--- config.mk ---
export PLATFORM = sky130hd
export DESIGN_NAME = core_csr_unit_flat
export DESIGN_NICKNAME = d
export VERILOG_FILES = /design/src/rtl/core_csr_unit_if.sv /design/src/rtl/core_csr_unit.sv /design/src/flat_wrapper.sv
export SDC_FILE = /design/constraint.sdc
export NUM_CORES = 1
export LEC_CHECK = 0
export BUFFER_PORTS_ARGS = -buffer_cell sky130_fd_sc_hd__buf_2
export CAP_MARGIN = 25
export CORE_AREA = 2 2 258 260
export CTS_CLUSTER_DIAMETER = 40
export CTS_CLUSTER_SIZE = 10
export DETAILED_ROUTE_END_ITERATION = 16
export DIE_AREA = 0 0 260 262
export RECOVER_POWER = 25
export SLEW_MARGIN = 10
export SYNTH_ARGS = -nofsm -noshare
export SYNTH_HDL_FRONTEND = slang
export SYNTH_SLANG_ARGS = --single-unit
--- constraint.sdc ---
create_clock -name clk -period 8 [get_ports clk]
set_input_delay 2.4 -clock clk [delete_from_list [all_inputs] [get_ports clk]]
set_output_delay 2.4 -clock clk [all_outputs]
set_load 0.03 [all_outputs]
--- src/rtl/core_csr_unit_if.sv ---
// core_csr_unit_if: CSR request/response bus between execute stage and CSR unit
interface core_csr_unit_if #(
  parameter int XLEN = 32
);
  logic            csr_req_i;
  logic [1:0]      csr_op_i;
  logic [11:0]     csr_addr_i;
  logic [XLEN-1:0] csr_wdata_i;
  logic            csr_ack_o;
  logic [XLEN-1:0] csr_rdata_o;
  logic            csr_illegal_o;
  modport master (
    output csr_req_i, csr_op_i, csr_addr_i, csr_wdata_i,
    input  csr_ack_o, csr_rdata_o, csr_illegal_o
  );
  modport slave (
    input  csr_req_i, csr_op_i, csr_addr_i, csr_wdata_i,
    output csr_ack_o, csr_rdata_o, csr_illegal_o
  );
endinterface

--- src/rtl/core_csr_unit.sv ---
// core_csr_unit: scratch CSR bank plus cycle/time/instret counters with atomic RW/RS/RC access
module core_csr_unit #(
  parameter int XLEN      = 32,
  parameter int CSR_DEPTH = 8,
  parameter int CNT_WIDTH = 64,
  parameter int TIME_DIV  = 4
) (
  input  logic clk,
  input  logic rst_n,
  input  logic instret_i,
  core_csr_unit_if.slave bus
);
  localparam int AW = CSR_DEPTH > 1 ? $clog2(CSR_DEPTH) : 1;
  localparam int PW = TIME_DIV > 1 ? $clog2(TIME_DIV) : 1;
  logic [XLEN-1:0]      scr_q [CSR_DEPTH];
  logic [XLEN-1:0]      scr_d [CSR_DEPTH];
  logic [CNT_WIDTH-1:0] cyc_q, cyc_d, tim_q, tim_d, ins_q, ins_d;
  logic [PW-1:0]        pre_q, pre_d;
  logic                 ack_q, ack_d, ill_q, ill_d;
  logic [XLEN-1:0]      rd_q, rd_d;
  logic [11:0]          a;
  logic                 tick, is_scr, is_cnt, wr_intent, illegal;
  logic [CNT_WIDTH-1:0] cnt_sel;
  logic [2*XLEN-1:0]    cnt_x;
  logic [XLEN-1:0]      old, wval;
  assign a         = bus.csr_addr_i;
  assign tick      = pre_q == PW'(TIME_DIV - 1);
  assign is_scr    = a[11:6] == 6'h1F && 32'(a[5:0]) < CSR_DEPTH;
  assign is_cnt    = a[11:8] == 4'hC && a[6:2] == 5'd0 && a[1:0] != 2'd3;
  assign cnt_sel   = a[1:0] == 2'd0 ? cyc_q : a[1:0] == 2'd1 ? tim_q : ins_q;
  assign cnt_x     = (2*XLEN)'(cnt_sel);
  assign old       = is_cnt ? (a[7] ? cnt_x[2*XLEN-1:XLEN] : cnt_x[XLEN-1:0]) : scr_q[a[AW-1:0]];
  assign wr_intent = bus.csr_op_i == 2'b01 || (bus.csr_op_i[1] && bus.csr_wdata_i != '0);
  assign illegal   = !(is_scr || is_cnt) || (is_cnt && wr_intent);
  assign wval      = bus.csr_op_i == 2'b01 ? bus.csr_wdata_i :
                     bus.csr_op_i == 2'b10 ? old | bus.csr_wdata_i : old & ~bus.csr_wdata_i;
  // counters advance freely; prescaler wraps at TIME_DIV-1 and ticks time
  always_comb begin
    cyc_d = cyc_q + CNT_WIDTH'(1);
    ins_d = ins_q + CNT_WIDTH'(instret_i);
    tim_d = tim_q + CNT_WIDTH'(tick);
    pre_d = tick ? '0 : pre_q + PW'(1);
  end
  // request decode: scratch update and next registered response
  always_comb begin
    scr_d = scr_q;
    if (bus.csr_req_i && is_scr && wr_intent) scr_d[a[AW-1:0]] = wval;
    ack_d = bus.csr_req_i;
    ill_d = bus.csr_req_i && illegal;
    rd_d  = bus.csr_req_i && !illegal ? old : '0;
  end
  // state register; reset clears everything and drops any request in that cycle
  always_ff @(posedge clk) begin
    if (!rst_n) begin
      scr_q <= '{default: '0};
      cyc_q <= '0;
      tim_q <= '0;
      ins_q <= '0;
      pre_q <= '0;
      ack_q <= 1'b0;
      ill_q <= 1'b0;
      rd_q  <= '0;
    end else begin
      scr_q <= scr_d;
      cyc_q <= cyc_d;
      tim_q <= tim_d;
      ins_q <= ins_d;
      pre_q <= pre_d;
      ack_q <= ack_d;
      ill_q <= ill_d;
      rd_q  <= rd_d;
    end
  end
  assign bus.csr_ack_o     = ack_q;
  assign bus.csr_illegal_o = ill_q;
  assign bus.csr_rdata_o   = rd_q;
endmodule

--- src/flat_wrapper.sv ---
// flat-port wrapper written by rule: the top's interface ports become plain ports
module core_csr_unit_flat 
#(
  parameter int XLEN      = 32,
  parameter int CSR_DEPTH = 8,
  parameter int CNT_WIDTH = 64,
  parameter int TIME_DIV  = 4
)
  (clk, rst_n, instret_i, bus_csr_req_i, bus_csr_op_i, bus_csr_addr_i, bus_csr_wdata_i, bus_csr_ack_o, bus_csr_rdata_o, bus_csr_illegal_o);
  core_csr_unit_if #(.XLEN(XLEN)) bus_i ();
  input  logic clk;
  input  logic rst_n;
  input  logic instret_i;
  input wire logic [$bits(bus_i.csr_req_i)-1:0] bus_csr_req_i;
  input wire logic [$bits(bus_i.csr_op_i)-1:0] bus_csr_op_i;
  input wire logic [$bits(bus_i.csr_addr_i)-1:0] bus_csr_addr_i;
  input wire logic [$bits(bus_i.csr_wdata_i)-1:0] bus_csr_wdata_i;
  output wire logic [$bits(bus_i.csr_ack_o)-1:0] bus_csr_ack_o;
  output wire logic [$bits(bus_i.csr_rdata_o)-1:0] bus_csr_rdata_o;
  output wire logic [$bits(bus_i.csr_illegal_o)-1:0] bus_csr_illegal_o;
  assign bus_i.csr_req_i = bus_csr_req_i;
  assign bus_i.csr_op_i = bus_csr_op_i;
  assign bus_i.csr_addr_i = bus_csr_addr_i;
  assign bus_i.csr_wdata_i = bus_csr_wdata_i;
  assign bus_csr_ack_o = bus_i.csr_ack_o;
  assign bus_csr_rdata_o = bus_i.csr_rdata_o;
  assign bus_csr_illegal_o = bus_i.csr_illegal_o;
  core_csr_unit #(.XLEN(XLEN), .CSR_DEPTH(CSR_DEPTH), .CNT_WIDTH(CNT_WIDTH), .TIME_DIV(TIME_DIV)) u_core (.clk(clk), .rst_n(rst_n), .instret_i(instret_i), .bus(bus_i));
endmodule
Word-level counts from Yosys, hierarchy flattened
Index checks and enable logic that the tools add are counted.
Widths: inputs -> output; s select.
{"block": "totals", "inputBits": 50, "ff_bits": 484, "out_inout_bits": 34, "word_cells": 66}
{"block": "classes", "eq_ne": 7, "order_cmp": 3, "reduce_logical": 20, "n_addsub": 4, "muxes": 12, "bitwise_logic": 5}
{"op": "$bwmux 256", "n": 1}
{"op": "$mux 32", "n": 7}
{"op": "$add 64x1->64", "n": 2}
{"op": "$mux 64", "n": 2}
{"op": "$bmux 32 s3", "n": 1}
{"op": "$demux 32 s3", "n": 1}
{"op": "$add 64x1->64 const B", "n": 1}
{"op": "$and 32x32->32", "n": 1}
{"op": "$not 32->32", "n": 1}
{"op": "$or 32x32->32", "n": 1}
{"op": "$reduce_bool 32->1", "n": 1}
{"op": "$logic_and 1x1->1", "n": 10}
{"op": "$eq 6x5->1 const B", "n": 1}
{"op": "$lt 6x4->1 const B", "n": 1}
{"op": "$logic_not 5->1", "n": 1}
{"op": "$eq 2x1->1 const B", "n": 2}
{"op": "$eq 2x2->1 const B", "n": 2}
{"op": "$eq 4x4->1 const B", "n": 1}
{"op": "$ge 4x4->1 const B", "n": 1}
{"op": "$lt 4x1->1 const B", "n": 1}
{"op": "$not 3->4", "n": 1}
{"op": "$logic_or 1x1->1", "n": 3}
{"op": "$add 2x1->2 const B", "n": 1}
{"op": "$logic_not 1->1", "n": 2}
{"op": "other kinds (5)", "n": 5}

Depth between registers and ports, before layout
{"block": "logic_depth", "depth_word": 9, "depth_mapped": 10, "ltp_nobuf": 8}

Worst setup path after synthesis
No wires, ideal clock.
{"block": "synth_timing", "path_type": "input to register", "start": "in bus_csr_addr_i[7]", "end": "reg u_core.scr_q[115] in the netlist's numbering", "path_stages": 6, "path_slack_ps": 3239, "t_arrival_ps": 4613, "n_path_buf": 2, "t_required_ps": 7852, "setup_time_ps": 148, "path_cell_list": "clkbuf_1 clkbuf_1 mux4_2 and2_1 o31ai_1 o22ai_1"}
{"block": "synth_via", "elab_chain_cells": 6, "word_cells_on_any_way": 11, "cone_classes": "1 x eq/ne; 5 x mux; 2 x bitwise; 3 x reduce/logical"}
{"element": "start, declared", "line_no": "flat_wrapper.sv:16", "source": "input wire logic [$bits(bus_i.csr_addr_i)-1:0] bus_csr_addr_i;"}
{"element": "$mux 32 (2 in series)", "line_no": "core_csr_unit.sv:32", "source": "assign old = is_cnt ? (a[7] ? cnt_x[2*XLEN-1:XLEN] : cnt_x[XLEN-1:0]) : scr_q[a[AW-1:0]];"}
{"element": "$and 32x32->32 / $or 32x32->32 (equally long branches)", "line_no": "core_csr_unit.sv:36", "source": "bus.csr_op_i == 2'b10 ? old | bus.csr_wdata_i : old & ~bus.csr_wdata_i;"}
{"element": "$mux 32", "line_no": "core_csr_unit.sv:36"}
{"element": "$mux 32", "line_no": "core_csr_unit.sv:35", "source": "assign wval = bus.csr_op_i == 2'b01 ? bus.csr_wdata_i :"}
{"element": "$bwmux 256", "line_no": "core_csr_unit.sv:47", "source": "if (bus.csr_req_i && is_scr && wr_intent) scr_d[a[AW-1:0]] = wval;"}
{"element": "end signal, assigned", "line_no": "core_csr_unit.sv:64", "source": "scr_q <= scr_d;"}
{"element": "end, declared", "line_no": "core_csr_unit.sv:15", "source": "logic [XLEN-1:0] scr_q [CSR_DEPTH];"}
Several ways; a longest one is shown, not always the timed one.
A chain may end at the register's enable or synchronous reset.

Worst setup path after layout
{"block": "layout_timing", "start": "in rst_n", "end": "reg u_core.rd_q[11], in the netlist u_core.bus.csr_rdata_o[11]"}
{"block": "layout_via", "elab_chain_cells": 1}
{"element": "start, declared", "line_no": "flat_wrapper.sv:12", "source": "input logic rst_n;"}
{"element": "$reduce_and 2->1 (no source line)"}
{"element": "end signal, assigned", "line_no": "core_csr_unit.sv:71", "source": "rd_q <= rd_d;"}
{"element": "end, declared", "line_no": "core_csr_unit.sv:20", "source": "logic [XLEN-1:0] rd_q, rd_d;"}
No other way between the ends.

==> impl_metrics.json <==
{
  "cts_root_buf": "clkbuf_16",
  "maxCapViolations": 2,
  "clk_path_buf_depth": 3,
  "setup_violations": 0,
  "grt_use_total_pct": 21.7,
  "crit_type": "in -> reg",
  "synth_warnings": 0,
  "fin_skew_ns": 0.0374,
  "crit_arrival_ns": 6.78,
  "finalPower_uw": 6480,
  "synth_ff_type": "dfxtp_1",
  "drive_gt1_share_pct": 15.6,
  "r2r_slack_ns": 4.29,
  "ctsHoldBuffers": 0,
  "syn_nets": 2571,
  "power.leakage_uw": 0.00920,
  "cts_setup_buffers": 0,
  "avgSynthCellArea_um2": 9.24,
  "cts_resized": 0,
  "rows": 94,
  "antenna_left": 0,
  "path_clk_slew_ns": 0.05,
  "utilization_pct": 41.5,
  "max-vdd-ir-drop_mv": 0.187,
  "h-tree-depth": 3,
  "drtIter0Drc": 2119,
  "dp_cells": 3300,
  "dieArea_um2": 68100,
  "synth_seq_cells": 484,
  "nFillCells": 6294,
  "r2r_cells": 8,
  "multi_input_area_um2": 12500,
  "cts_made_buffers": 83,
  "finalMaxSlewViolations": 124,
  "synth_cell_types": 57,
  "synth_edf_count": 0,
  "die_w_um": 260,
  "area_growth_pct": 16.6,
  "antenna_found_initial": 1,
  "fin_ws_ns": 1.66,
  "worst_slew_pin_slew_ns": 3.41,
  "synth_seq_area_share_pct": 41.7,
  "end_kind": "flop",
  "grt-ovfl-total": 0,
  "syn_area_um2": 23200,
  "grt_max_degree": 111,
  "nets": 2591,
  "cts_tree": "built",
  "fmax_ghz": 0.158,
  "fin_tns_setup_ns": 0,
  "wl_per_cell_um": 22.1,
  "instances_no_fill": 3463,
  "die_h_um": 262,
  "power.density_nw_per_um2": 239,
  "timing.slew.headroom_pct": -127,
  "io_pins": 84,
  "vias_per_cell": 6.01,
  "wl_um": 76500,
  "fin_crit_sh_pct": 79.3,
  "regArea_um2": 9690,
  "pre_cts_ws_ns": 2.04,
  "initial_core_util_pct": 35.6,
  "hold_depth": 1,
  "min_from": "u_core.pre_q[0]",
  "synth_async_sr_flop_share_pct": 0,
  "first_pass_iters": 6,
  "gp_congestion": 0.854,
  "synth_cells": 2515,
  "finalHoldViolations": 0,
  "worstHoldEndpoint": "u_core.pre_q[0]",
  "r2r_end": "u_core.ins_q[48]",
  "core-area_um2": 65300,
  "holdCritPathClass": "reg -> reg",
  "clk_latency_ns": 0.63,
  "io_buffers": 83,
  "rsz0062_at_grt": "no",
  "cp.required_ns": 8.43,
  "crit_path_max_fanout": 103,
  "detailroute.via_count": 20803,
  "place_hpwl_um": 47900,
  "layout_min_cycle_time_ns": 6.34,
  "status": "finished with violations",
  "clock-sinks": 484,
  "grt_pass1_wl_um": 115000,
  "rr_startpoint": "u_core.ins_q[0]",
  "critPathLaunchType": "input pin",
  "violations": "max-capacitance violations, max-slew violations",
  "grt_pass1_vias": 19485,
  "drc": 0
}
sequential cells by signal (all words and copies together) (netlist names):
register                  cells
u_core.cyc_q                 64
u_core.bus.csr_rdata_o       32
u_core.bus.csr_ack_o          1
u_core.scr_q                256
u_core.ins_q                 64
u_core.bus.csr_illegal_o      1
u_core.tim_q                 64
u_core.pre_q                  2
power breakdown:
part	internal, µW	switching [µW]	leakage [µW]
Combinational	90.3	203	0.00386
Clock	2490	1280	0.00145
Sequential	2420	3.87	0.00390
Total	5000	1490	0.00920
layout make-up:
cell class	instances	area share (%)
sequential	484	35.8
multi-input combinational	1807	46.1
tap	864	3.99
clock buffer	104	8.75
inverter	29	0.411
antenna	1	0.00924
clock inverter	44	2.24
timing repair buffer	130	2.73
cells in the mapped netlist (33+ instances only):
library cell  count  area (µm²)
and2_1           45         282
a22oi_1          33         248
a21oi_1          89         445
o31ai_1          69         518
or3_1            36         225
nand3_1          79         395
mux2i_1          63         631
nand2_1         325        1220
xor2_1           63         552
mux2_2           66         743
mux4_2           72        1620
nor3_1           66         330
nand4_1          67         419
buf_2            43         215
dfxtp_1         484        9690
nor2_1          133         499
o21ai_0          38         190
clkbuf_1        116         435
or4_1            51         383
o22ai_1         261        1630
xnor2_1          56         490
layer usage:
metal	track usage, %	wire length (µm)	vias up
li1	-	-	9406
met1	30.1	33700	10242
met2	33.0	33600	1001
met3	4.96	6990	154
met4	7.44	2110	0
met5	0	0	-
metrics by stage:
| stage | hold WS, ns | instance area [µm²] |
|---|---|---|
| floorplan | 0.408 | 23200 |
| detailed placement | 0.430 | 24100 |
| CTS | 0.436 | 27000 |
| global placement | 0.416 | 24000 |
| finish | 0.434 | 27100 |
| global route | 0.457 | 27100 |
cell usage in the layout, fill, tap and decap left out, types with 32 or more instances in the layout:
cell type,count
a21oi_1,89
mux2i_1,63
o31ai_1,69
or3_1,36
o22ai_1,261
nand3_1,79
clkbuf_16,87
mux2_2,66
and2_1,44
mux4_2,72
o21ai_0,38
nand2_1,325
a22oi_1,32
dfxtp_1,484
or4_1,51
clkbuf_1,43
xnor2_1,56
nor3_1,65
buf_2,53
nor2_1,132
xor2_1,63
nand4_1,67
critical path: stages:
cell      delay (ns)
clkbuf_8        0.56
clkbuf_1        2.47
nand2_1         0.35
nor3b_1         0.90
cell families after synthesis:
| family | after synthesis | share of synthesized area, % |
|---|---|---|
| compound gates | 550 | 15.7 |
| xor+xnor | 119 | 4.49 |
| simple gates | 931 | 20.2 |
| flops | 484 | 41.7 |
| fa+ha+maj | 6 | 0.323 |
| buf+inv | 224 | 4.64 |
| mux | 201 | 12.9 |
worst max-delay path by stage:
stage	start	to	slack, ns	depth (start not counted)
final	rst_n	u_core.bus.csr_rdata_o[11]	1.66	4
after floorplan	bus_csr_addr_i[7]	u_core.scr_q[115]	3.24	6
after detailed placement	bus_csr_addr_i[0]	u_core.scr_q[78]	2.04	7
after global routing	rst_n	u_core.bus.csr_rdata_o[11]	1.43	4
after CTS	bus_csr_addr_i[0]	u_core.scr_q[142]	2.70	7
after global placement	bus_csr_addr_i[0]	u_core.scr_q[190]	1.91	7
Note: power is estimated with default switching activity, not from simulation.
